==> src/rtl/pixel_compositor.sv <==
// Final-stage VGA pixel compositor: colour-key transparency, per-player
// hurt blink, and a scene-change fade (black hold followed by a stepped
// fade-in). All colour outputs are registered with one clock of latency.
module pixel_compositor #(
  parameter logic [11:0] KEY_COLOR    = 12'hF0F,
  parameter logic [11:0] BG_COLOR     = 12'h000,
  parameter int unsigned BLINK_FRAMES = 60,
  parameter int unsigned HOLD_FRAMES  = 8,
  parameter int unsigned STEP_FRAMES  = 2
) (
  input  logic        clk,
  input  logic        rst,
  input  logic        valid,
  input  logic        vsync,
  input  logic [11:0] pixel_in,
  input  logic        show_pixel,
  input  logic        is_char,
  input  logic        is_char_1,
  input  logic        hurt,
  input  logic        hurt_1,
  input  logic [3:0]  scene,
  output logic [3:0]  vga_r,
  output logic [3:0]  vga_g,
  output logic [3:0]  vga_b,
  output logic        fade_busy
);

  localparam int unsigned FMAX = (HOLD_FRAMES > STEP_FRAMES) ? HOLD_FRAMES : STEP_FRAMES;
  localparam int unsigned FCW  = (FMAX > 1) ? $clog2(FMAX) : 1;

  typedef enum logic [1:0] {IDLE, HOLD, FADE_IN} fade_state_t;

  fade_state_t    state;
  logic [4:0]     level;
  logic [FCW-1:0] frame_cnt;
  logic [3:0]     scene_q;
  logic           vsync_q;
  logic           frame_tick;
  logic [5:0]     blink_0;
  logic [5:0]     blink_1;
  logic           hidden;
  logic [11:0]    base;

  // Scale one 4-bit channel by level/16; level 16 is an exact pass-through.
  function automatic logic [3:0] scale(input logic [3:0] c, input logic [4:0] lvl);
    logic [8:0] p;
    p = 9'(c) * 9'(lvl);
    return 4'(p >> 4);
  endfunction

  // Registered copy of vsync for rising-edge detection.
  always_ff @(posedge clk or posedge rst) begin
    if (rst) vsync_q <= 1'b0;
    else     vsync_q <= vsync;
  end

  assign frame_tick = vsync & ~vsync_q;

  // Per-player blink counters: hurt reloads (and beats a same-cycle tick),
  // otherwise one decrement per frame, saturating at zero.
  always_ff @(posedge clk or posedge rst) begin
    if (rst) begin
      blink_0 <= '0;
      blink_1 <= '0;
    end else begin
      if (hurt)                           blink_0 <= 6'(BLINK_FRAMES);
      else if (frame_tick && blink_0 != '0) blink_0 <= blink_0 - 6'd1;
      if (hurt_1)                         blink_1 <= 6'(BLINK_FRAMES);
      else if (frame_tick && blink_1 != '0) blink_1 <= blink_1 - 6'd1;
    end
  end

  // Blink hiding; player 0 decides when a pixel is tagged for both players.
  always_comb begin
    hidden = 1'b0;
    if (is_char)        hidden = (blink_0 != '0) && blink_0[2];
    else if (is_char_1) hidden = (blink_1 != '0) && blink_1[2];
  end

  // Base colour selection in priority order.
  always_comb begin
    base = pixel_in;
    if (!valid)                     base = 12'h000;
    else if (!show_pixel)           base = BG_COLOR;
    else if (pixel_in == KEY_COLOR) base = BG_COLOR;
    else if (hidden)                base = BG_COLOR;
  end

  // Output register: base colour scaled by the current fade level.
  always_ff @(posedge clk or posedge rst) begin
    if (rst) begin
      vga_r <= '0;
      vga_g <= '0;
      vga_b <= '0;
    end else begin
      vga_r <= scale(base[11:8], level);
      vga_g <= scale(base[7:4],  level);
      vga_b <= scale(base[3:0],  level);
    end
  end

  // Fade FSM: any scene change restarts from black; HOLD counts frames,
  // FADE_IN raises level by 2 every STEP_FRAMES frames until full scale.
  always_ff @(posedge clk or posedge rst) begin
    if (rst) begin
      state     <= IDLE;
      level     <= 5'd16;
      frame_cnt <= '0;
      scene_q   <= 4'h0;
    end else begin
      scene_q <= scene;
      if (scene != scene_q) begin
        state     <= HOLD;
        level     <= '0;
        frame_cnt <= '0;
      end else begin
        case (state)
          IDLE: level <= 5'd16;
          HOLD: begin
            if (frame_tick) begin
              if (frame_cnt == FCW'(HOLD_FRAMES - 1)) begin
                state     <= FADE_IN;
                frame_cnt <= '0;
              end else begin
                frame_cnt <= frame_cnt + FCW'(1);
              end
            end
          end
          FADE_IN: begin
            if (frame_tick) begin
              if (frame_cnt == FCW'(STEP_FRAMES - 1)) begin
                frame_cnt <= '0;
                if (level >= 5'd14) begin
                  level <= 5'd16;
                  state <= IDLE;
                end else begin
                  level <= level + 5'd2;
                end
              end else begin
                frame_cnt <= frame_cnt + FCW'(1);
              end
            end
          end
          default: state <= IDLE;
        endcase
      end
    end
  end

  assign fade_busy = (state != IDLE);

endmodule

==> config.mk <==
export PLATFORM = sky130hd
export DESIGN_NAME = pixel_compositor
export DESIGN_NICKNAME = d
export VERILOG_FILES = /design/src/rtl/pixel_compositor.sv
export SDC_FILE = /design/constraint.sdc
export NUM_CORES = 1
export LEC_CHECK = 0
export CORE_MARGIN = 1
export CORE_UTILIZATION = 40
export DETAILED_ROUTE_END_ITERATION = 16
export GPL_TIMING_DRIVEN = 0
export PLACE_DENSITY = 0.64
export SETUP_SLACK_MARGIN = 0.4
export SYNTH_ARGS = -nofsm -noshare
export SYNTH_HDL_FRONTEND = slang
export SYNTH_SLANG_ARGS = --single-unit
==> constraint.sdc <==
create_clock -name clk -period 9.2 [get_ports clk]
set_input_delay 1.84 -clock clk [delete_from_list [all_inputs] [get_ports clk]]
set_output_delay 1.84 -clock clk [all_outputs]
set_load 0.03 [all_outputs]
After elaboration in Yosys (flattened, before gate mapping):

Cells that the tools add are included.

* bitwise logic cells: 2
* add/sub/neg operators: 4
* mux-type cells: 28
* multiply operators: 3
* magnitude comparators: 1
* eq/ne operators: 12
* reduce and logical (&&, ||, !) cells: 15

Operator list (number)
* $mux W12: 4
* $mul A4 B5 Y8: 3
* $mux W6: 4
* $mux W5: 4
* $mux W3: 5
* $ne A3 B3 Y1 const B: 5
* $eq A12 B12 Y1 const B: 1
* $mux W2: 6
* $reduce_bool A6 Y1: 2
* $sub A6 B1 Y6 const B: 2
* $pmux W5 S2: 1
* $pmux W2 S3: 1
* $pmux W3 S2: 1
* $reduce_and A3 Y1: 2
* $reduce_and A6 Y1: 1
* $reduce_bool A2 Y1: 3
* $reduce_bool A3 Y1: 2
* $add A5 B2 Y5 const B: 1
* $ge A5 B4 Y1 const B: 1
* $logic_and A1 B1 Y1: 4
* $ne A4 B4 Y1: 1
* $add A3 B1 Y3 const B: 1
* $eq A3 B1 Y1 const B: 1
* $eq A3 B3 Y1 const B: 1
* 7 further kinds: 8

* output and inout bits: 13
* word-level logic and storage cells: 75
* register bits: 39
* bits of input ports: 25

Logic depth before layout (Yosys ltp):

Gate-level depths: netlist of the first run.

* depth after elaboration: 9
* mapped depth: 14
* gate-level depth less buffers: 13

Worst setup path before layout of the first run:

OpenSTA, ideal clock, no wires.

* path type: input -> register
* start point: in pixel_in[5]
* end point: reg vga_g[3]
* stages on the path: 13
* buffers on the path: 1
* data required time: 9066 ps
* setup time: 134 ps
* data arrival time: 5138 ps
* slack: 3928 ps
* cells stage by stage: or4b_1 -> nor3_4 -> nor3b_1 -> buf_2 -> and2_1 -> fa_1 -> inv_1 -> fa_1 -> inv_1 -> ha_1 -> a21oi_1 -> o21ai_0 -> xnor3_1

* longest elaborated chain between the ends: 5
* elaborated cells between the ends (all ways): 6
* classes of those cells: mul (1); eq/ne (1); mux (4)

Ends and longest elaborated chain
* start, declared: RTL line 15 `input logic [11:0] pixel_in,`
* $eq A12 B12 Y1 or $mux W12 (tied branches): RTL line 85, 86
* $mux W12 (*): RTL line 85 `else if (pixel_in == KEY_COLOR) base = BG_COLOR;`
* $mux W12 (*): RTL line 84 `else if (!show_pixel) base = BG_COLOR;`
* $mux W12 (*): RTL line 83 `if (!valid) base = 12'h000;`
* $mul A4 B5 Y8 (*): RTL line 47 `p = 9'(c) * 9'(lvl);`
* end signal, assigned: RTL line 97 `vga_g <= scale(base[7:4], level);`
* end, declared: RTL line 23 `output logic [3:0] vga_g,`

Every way passes the cells marked *; elsewhere a longest branch is shown, timed or not.
A chain may end at the register's enable or synchronous reset.

Worst setup path after layout of the first run:

Ends and elaborated chain as after synthesis.

==> results.sh, run 1 <==
export IMPL_status="finished clean"
export IMPL_grt_pass1_wl_um=9784
export IMPL_grt_max_degree=39
export IMPL_setup_worst_path_start="pixel_in[5]"
export IMPL_slew_headroom=0.4135
export IMPL_layout_setup_ws_ns=3.470
export IMPL_r2r_setup_slack_ns=5.15
export IMPL_slew_violations=0
export IMPL_max_stage_delay_ns=0.60
export IMPL_fp_dieH_um=87.24
export IMPL_worst_r2r_path_depth=12
export IMPL_p_sw_frac=0.2261
export IMPL_p_sw_uw=86.60
export IMPL_synth_seq_cells=38
export IMPL_routed_wl_um=5446
export IMPL_final_hold_viol_count=0
export IMPL_async_flop_share=1.000
export IMPL_synth_ff_type="dfrtp_1"
export IMPL_hold_buffers=0
export IMPL_power_frac_clock=0.452
export IMPL_fin_crit_ns=5.730
export IMPL_die_width_um=87.24
export IMPL_cts_max_path_buffers=2
export IMPL_synthCells=294
export IMPL_cts_htree_levels=2
export IMPL_clkSinkCount=38
export IMPL_die_area_mm2=0.007611
export IMPL_drive_gt1_frac=0.05279
export IMPL_synth_edff_count=0
export IMPL_post_route_period_util=0.6228
export IMPL_start_util=0.4208
export IMPL_post_route_drc_count=0
export IMPL_clk_latency_ns=0.29
export IMPL_cp_end_kind="register"
export IMPL_post_cts_buffers=0
export IMPL_r2r_end="vga_g[3]$_DFF_PP0_"
export IMPL_grt_pass1_vias=2231
export IMPL_fin_nets=409
export IMPL_syn_area_mm2=0.002907
export IMPL_crit_required_ns=9.38
export IMPL_wl_per_cell_um=12.46
export IMPL_gp_congestion=0.7536
export IMPL_cts_tree="done"
export IMPL_setup_violations_final=0
export IMPL_port_buffers=37
export IMPL_power_frac_seq=0.453
export IMPL_whs_path_depth=1
export IMPL_rows=30
export IMPL_grt_util_met1=0.2013
export IMPL_gr_total_overflow=0
export IMPL_holdPathEnd="blink_1[5]$_DFFE_PP0P_"
export IMPL_grt_usage=0.1625
export IMPL_seq_area_frac_synth=0.3276
export IMPL_ctsResizeCount=0
export IMPL_fmax_ghz=0.1745
export IMPL_internal_power_uw=296.3
export IMPL_crit_fanout=10
export IMPL_final_cell_mix="dfrtp_1, clkdlybuf4s50_1, inv_1, ha_1, and2_1"
export IMPL_ys_warn_count=0
export IMPL_antenna_cells=0
export IMPL_grt_busiest_layer="met2"
export IMPL_combPwrFrac=0.095
export IMPL_finalClockSkew_ns=0.005281
export IMPL_avgViaCountPerCell=4.927
export IMPL_power_density_mw_per_mm2=108.1
export IMPL_cellLeakagePower_nw=1.700
export IMPL_setup_tns_ns=0
export IMPL_path_cells="clkdlybuf4s50_1 > or4b_1 > nor3_4 > nor3b_1 > buf_2 > and2_1 > fa_1 > inv_1 > fa_1 > inv_1 > ha_1 > a21oi_1 > o21ai_0 > xnor3_1"
export IMPL_yosysUniqueCellTypes=47
export IMPL_hpwl_um=4121
export IMPL_cp_start_kind="primary input"
export IMPL_clk_pin_slew_ns=0.08
export IMPL_worstPathArrival_ns=5.91
export IMPL_use_met2=0.2933
export IMPL_ant_nets=0
export IMPL_tightest_slew_ns=0.8779
export IMPL_first_pass_iters=4
export IMPL_drv_cap=0
export IMPL_hp_class="reg2reg"
export IMPL_io_pins=38
export IMPL_initialDrtViolationCount=64
export IMPL_syn2layout_area_growth_pct=21.87
export IMPL_cp_slowest_cell="or4b_1"
export IMPL_vias=2153
export IMPL_crit_type="in2reg"
export IMPL_cts_root_buf="clkbuf_8"
export IMPL_core_mm2=0.006907
export IMPL_ir_worst_vdd_v=0.00005912
export IMPL_worstHoldStart="blink_1[5]$_DFFE_PP0P_"
export IMPL_pre_cts_ws_ns=3.146
export IMPL_antenna_found_initial=0
export IMPL_worstReg2RegStart="blink_1[2]$_DFFE_PP0P_"
export IMPL_synth_area_per_cell_um2=9.886
export IMPL_cts_buffers=5
export IMPL_grt_use_met3=0.02654
export IMPL_rsz0062_at_grt="false"
through the flow:
stage	util	cells	hold WS [ns]	total power [mW]	cell area [um2]
6_report	0.5129	437	0.5255	0.3829	3542
5_1_grt	0.5129	437	0.5593	0.3991	3542
4_1_cts	0.5129	437	0.5230	0.3876	3542
3_5_place_dp	0.4929	429	0.5123	0.2135	3405
3_3_place_gp	0.4929	429	0.4923	0.2126	3405
2_1_floorplan	-	296	0.4779	0.1944	2914
cell families after synthesis:
group | synth area share
fa+ha+maj | 0.2204
simple gates | 0.1950
compound gates | 0.1214
mux | 0.01033
flops | 0.3276
other cells | 0.001290
xor+xnor | 0.07404
buf+inv | 0.04994
critical path: cells and delay by family:
family	cells	cell delay, ns
adders and majority gates	3	1.33
and+or+nand+nor	4	1.20
buffers and inverters	4	0.75
AOI/OAI and AO/OA	2	0.39
xor gates and xnor gates	1	0.37
sequential cells by signal, indices dropped and copies added, names as in the netlist:
| name | flops |
|---|---|
| blink_0 | 6 |
| blink_1 | 6 |
| level | 4 |
| scene_q | 4 |
| vga_b | 4 |
| vga_g | 4 |
| vga_r | 4 |
| frame_cnt | 3 |
| state | 2 |
| vsync_q | 1 |
synthesized netlist by cell type (3+ instances only):
| cell | instances | area, um2 |
|---|---|---|
| dfrtp_1 | 37 | 925.9 |
| inv_1 | 34 | 127.6 |
| ha_1 | 32 | 400.4 |
| and2_1 | 25 | 156.4 |
| nand2_1 | 16 | 60.06 |
| a21oi_1 | 14 | 70.07 |
| xnor2_1 | 14 | 122.6 |
| fa_1 | 12 | 240.2 |
| a211oi_1 | 10 | 75.07 |
| nor2_1 | 10 | 37.54 |
| xor2_1 | 8 | 70.07 |
| nor3_1 | 7 | 35.03 |
| a21o_1 | 5 | 37.54 |
| nand2b_1 | 5 | 31.28 |
| nand4_1 | 5 | 31.28 |
| nor2b_1 | 5 | 31.28 |
| o21ai_0 | 5 | 25.02 |
| and3_1 | 4 | 25.02 |
| nor3b_1 | 4 | 30.03 |
| o21bai_1 | 4 | 30.03 |
| and4_1 | 3 | 26.28 |
| mux2i_1 | 3 | 30.03 |
| nand3_1 | 3 | 15.01 |
cell type report:
| type | count | area [um2] |
|---|---|---|
| tap | 96 | 120.1 |
| timing repair buffer | 37 | 370.4 |
| fill | 677 | 3364 |
| clock buffer | 5 | 68.82 |
| clock inverter | 3 | 68.82 |
| buffer | 4 | 17.52 |
| multi-input combinational | 220 | 1817 |
| sequential | 38 | 952.2 |
| inverter | 34 | 127.6 |
worst max-delay path by stage:
stage | to | slack [ns]
detailed placement | vga_g[3]$_DFF_PP0_ | 3.15
floorplan | vga_g[3]$_DFF_PP0_ | 3.93
finish | vga_g[3]$_DFF_PP0_ | 3.47
CTS | vga_g[3]$_DFF_PP0_ | 3.44
global route | vga_r[3]$_DFF_PP0_ | 3.24
global placement | vga_g[3]$_DFF_PP0_ | 3.18
power groups by stage:
stage / logic, mW / clock network (mW) / registers, mW
6_report: 0.0363 / 0.173 / 0.173
2_1_floorplan: 0.0184 / 0 / 0.176
3_3_place_gp: 0.0359 / 0 / 0.177
5_1_grt: 0.0408 / 0.184 / 0.174
4_1_cts: 0.0368 / 0.177 / 0.173
3_5_place_dp: 0.0368 / 0 / 0.177
per-layer routing:
layer	share of wire	wire, um
met4	0.0097	53
met3	0.027	149
met1	0.48	2612
met5	0	0
met2	0.48	2631
No activity file was read; power rests on OpenSTA's default activity.
==> inputs of run 2 (changes only) <==
Clock period 9.2 ns to 5.65 ns, I/O delays scaled along.
==> results of run 2 <==
Same layout as run 1 (identical final DEF). Status: finished clean.
Main changes from that run: setup slack after placement 3.146 ns -> 0.3060 ns; setup slack after layout 3.470 ns -> 0.6300 ns; register-to-register setup slack 5.15 ns -> 1.60 ns; total power 0.3829 mW -> 0.6235 mW; worst IR drop on VDD 0.00005912 V -> 0.00009627 V
==> patch, RTL diff (config.mk and constraints of run 1) <==
The parameter `HOLD_FRAMES` goes from 8 to 16.
--- a/src/rtl/pixel_compositor.sv
+++ b/src/rtl/pixel_compositor.sv
@@ -5,7 +5,7 @@
   parameter logic [11:0] KEY_COLOR    = 12'hF0F,
   parameter logic [11:0] BG_COLOR     = 12'h000,
   parameter int unsigned BLINK_FRAMES = 60,
-  parameter int unsigned HOLD_FRAMES  = 8,
+  parameter int unsigned HOLD_FRAMES  = 16,
   parameter int unsigned STEP_FRAMES  = 2
 ) (
   input  logic        clk,
Function: no difference found for any inputs over 10 cycles, from zero or initial values and one cycle with rst high; that may be too few to reach the edited logic, so the function may still have changed.
==> patch against run 1 <==
Die area increased by 4.0%; routed wire length up 4.7%; area after synthesis grew 4.0%; critical path depth rose by 1; final area grew 2.9%; non-clock buffer count rose by 5; clock power shrank 13%; worst setup slack improved by 0.27 ns; first-iteration DRC count increased by 52%; sequential cell count is 1 higher; power shrank 2.8%; global-route usage down 0.26 points; largest power group unchanged.
==> patch: results (changes against run 1) <==
| Metric | Value |
|---|---|
| Status | completed |
| Count of multi-input gates | 226 (+2.7%) |
| Layout non-clock buf frac | 0.116 (+0.00691) |
| GR Util met3 | 0.0277 (+0.00116) |
| Seq/Total Area, Yosys | 0.323 (-0.00447) |
| ClkCell Share | 0.0323 (-0.00658) |
| Largest net degree at the start of global routing | 40 (+2.6%) |
| RR Endpoint | vga_r[3] |
| Reg-to-reg setup timing slack | 5.56 ns (+0.41 ns) |
| Register Area | 977 sq um (+2.6%) |
| Met2 usage | 0.262 (-0.0311) |
| Final Net Count | 418 (+2.2%) |
| Seq Cell Count | 39 (+2.6%) |
| WL/cell | 12.6 um (+1.5%) |
| CP max stage cell | fa_1 |
| First-pass GRT wire length | 9900 um (+1.2%) |
| Hold_sp | frame_cnt[1] |
| Reg2reg start | blink_1[2] |
| Reg2Reg Depth | 14 (+2) |
| Worst EP arrival | 5.64 ns (-0.27 ns) |
| Clk_buf instances | 6 (+1) |
| Layout cells sized above 1 | 0.0824 (+0.0296) |
| Port Buffers | 37 (unchanged) |
| Cells after DPL | 443 (+3.3%) |
| Routability Congestion | 0.805 (+6.8%) |
| Tot GR Track Use | 0.160 (-0.00257) |
| Placed inst area | 0.00353 sq mm (+3.6%) |
| VDD IR max | 0.0512 mV (-13%) |
| Layout Skew | 0.00519 ns (-0.0000947 ns) |
| Non-clk invs | 33 (-2.9%) |
| GR Layer Usage met1 | 0.216 (+0.0152) |
| Multi-input gate area | 0.00188 sq mm (+3.3%) |
| Vias in the first global route | 2231 (unchanged) |
| Initial DRC count | 97 (+52%) |
| Largest regs | blink_0: 6 flops, blink_1: 6 flops |
| Core Util, Final | 0.500 (-0.0132) |
| Synth top cells by count | 38 x dfrtp_1, 33 x inv_1, 30 x and3_1, 30 x ha_1, 21 x xnor2_1 |
| Slowest stage delay, CP | 0.53 ns (-0.07 ns) |
| FILL cells | 709 (+4.7%) |
| Synth cell types | 53 (+13%) |
| Die width | 89.0 um (+2.0%) |
| Signal buffers | 46 (+12%) |
| Hold Path End | frame_cnt[1] |
| Routed vias/inst | 5.12 (+3.9%) |
| Largest cells by area after synthesis | dfrtp_1 31%, ha_1 12%, fa_1 7.9% |
| Post-Route WL | 5700 um (+4.7%) |
| Dpl hpwl | 4300 um (+4.2%) |
| Static Leak | 1.83 nW (+7.5%) |
| Gate Count Post-Synth | 305 (+3.7%) |
| Worst slew margin | 0.441 (+0.0273) |
==> patch: cell types whose count changed in the layout (fill, tap and decap cells not counted), sizes merged, moves of 4 or more <==
cell	change
nand4	-4
xnor2	+7
and3	+26
clkbuf	+4
and2	-23
nand2	-6
nand3	+9
nor2	+8
nor3	-7
==> patch: cell families after synthesis <==
group,share of synthesized area
AND/OR/NAND/NOR,0.204
AO/OA/AOI/OAI,0.110
adder cells (fa/ha/maj),0.204
buffers and inverters,0.0588
flip-flops,0.323
XOR/XNOR,0.0753
multiplexers,0.0244
other,0.00124
==> patch: per-stage QoR <==
| step | hold slack (ns) | setup WS [ns] |
|---|---|---|
| floorplan | 0.512 | 4.27 |
| global placement | 0.549 | 3.45 |
| detailed placement | 0.554 | 3.43 |
| CTS | 0.573 | 3.72 |
| global route | 0.593 | 3.49 |
| finish | 0.570 | 3.74 |
==> patch: routing by layer <==
metal  share of wire  wire length (um)
met5               0                 0
met4           0.013                76
met2            0.46              2640
met1            0.49              2790
met3           0.036               203
==> patch: power by group <==
part           internal [mW]  switching, mW  leakage, nW
registers              0.175        0.00327        0.482
clock network         0.0878         0.0631       0.0612
logic                 0.0207         0.0218         1.28
total                  0.284         0.0882         1.83
==> patch: how the worst max path moves through the flow <==
stage                     to  slack [ns]         from
finish              vga_r[3]        3.74  pixel_in[4]
global route        vga_r[3]        3.49  pixel_in[3]
CTS                 vga_r[3]        3.72  pixel_in[4]
detailed placement  vga_r[3]        3.43  pixel_in[4]
global placement    vga_r[3]        3.45  pixel_in[4]
floorplan           vga_r[3]        4.27  pixel_in[4]
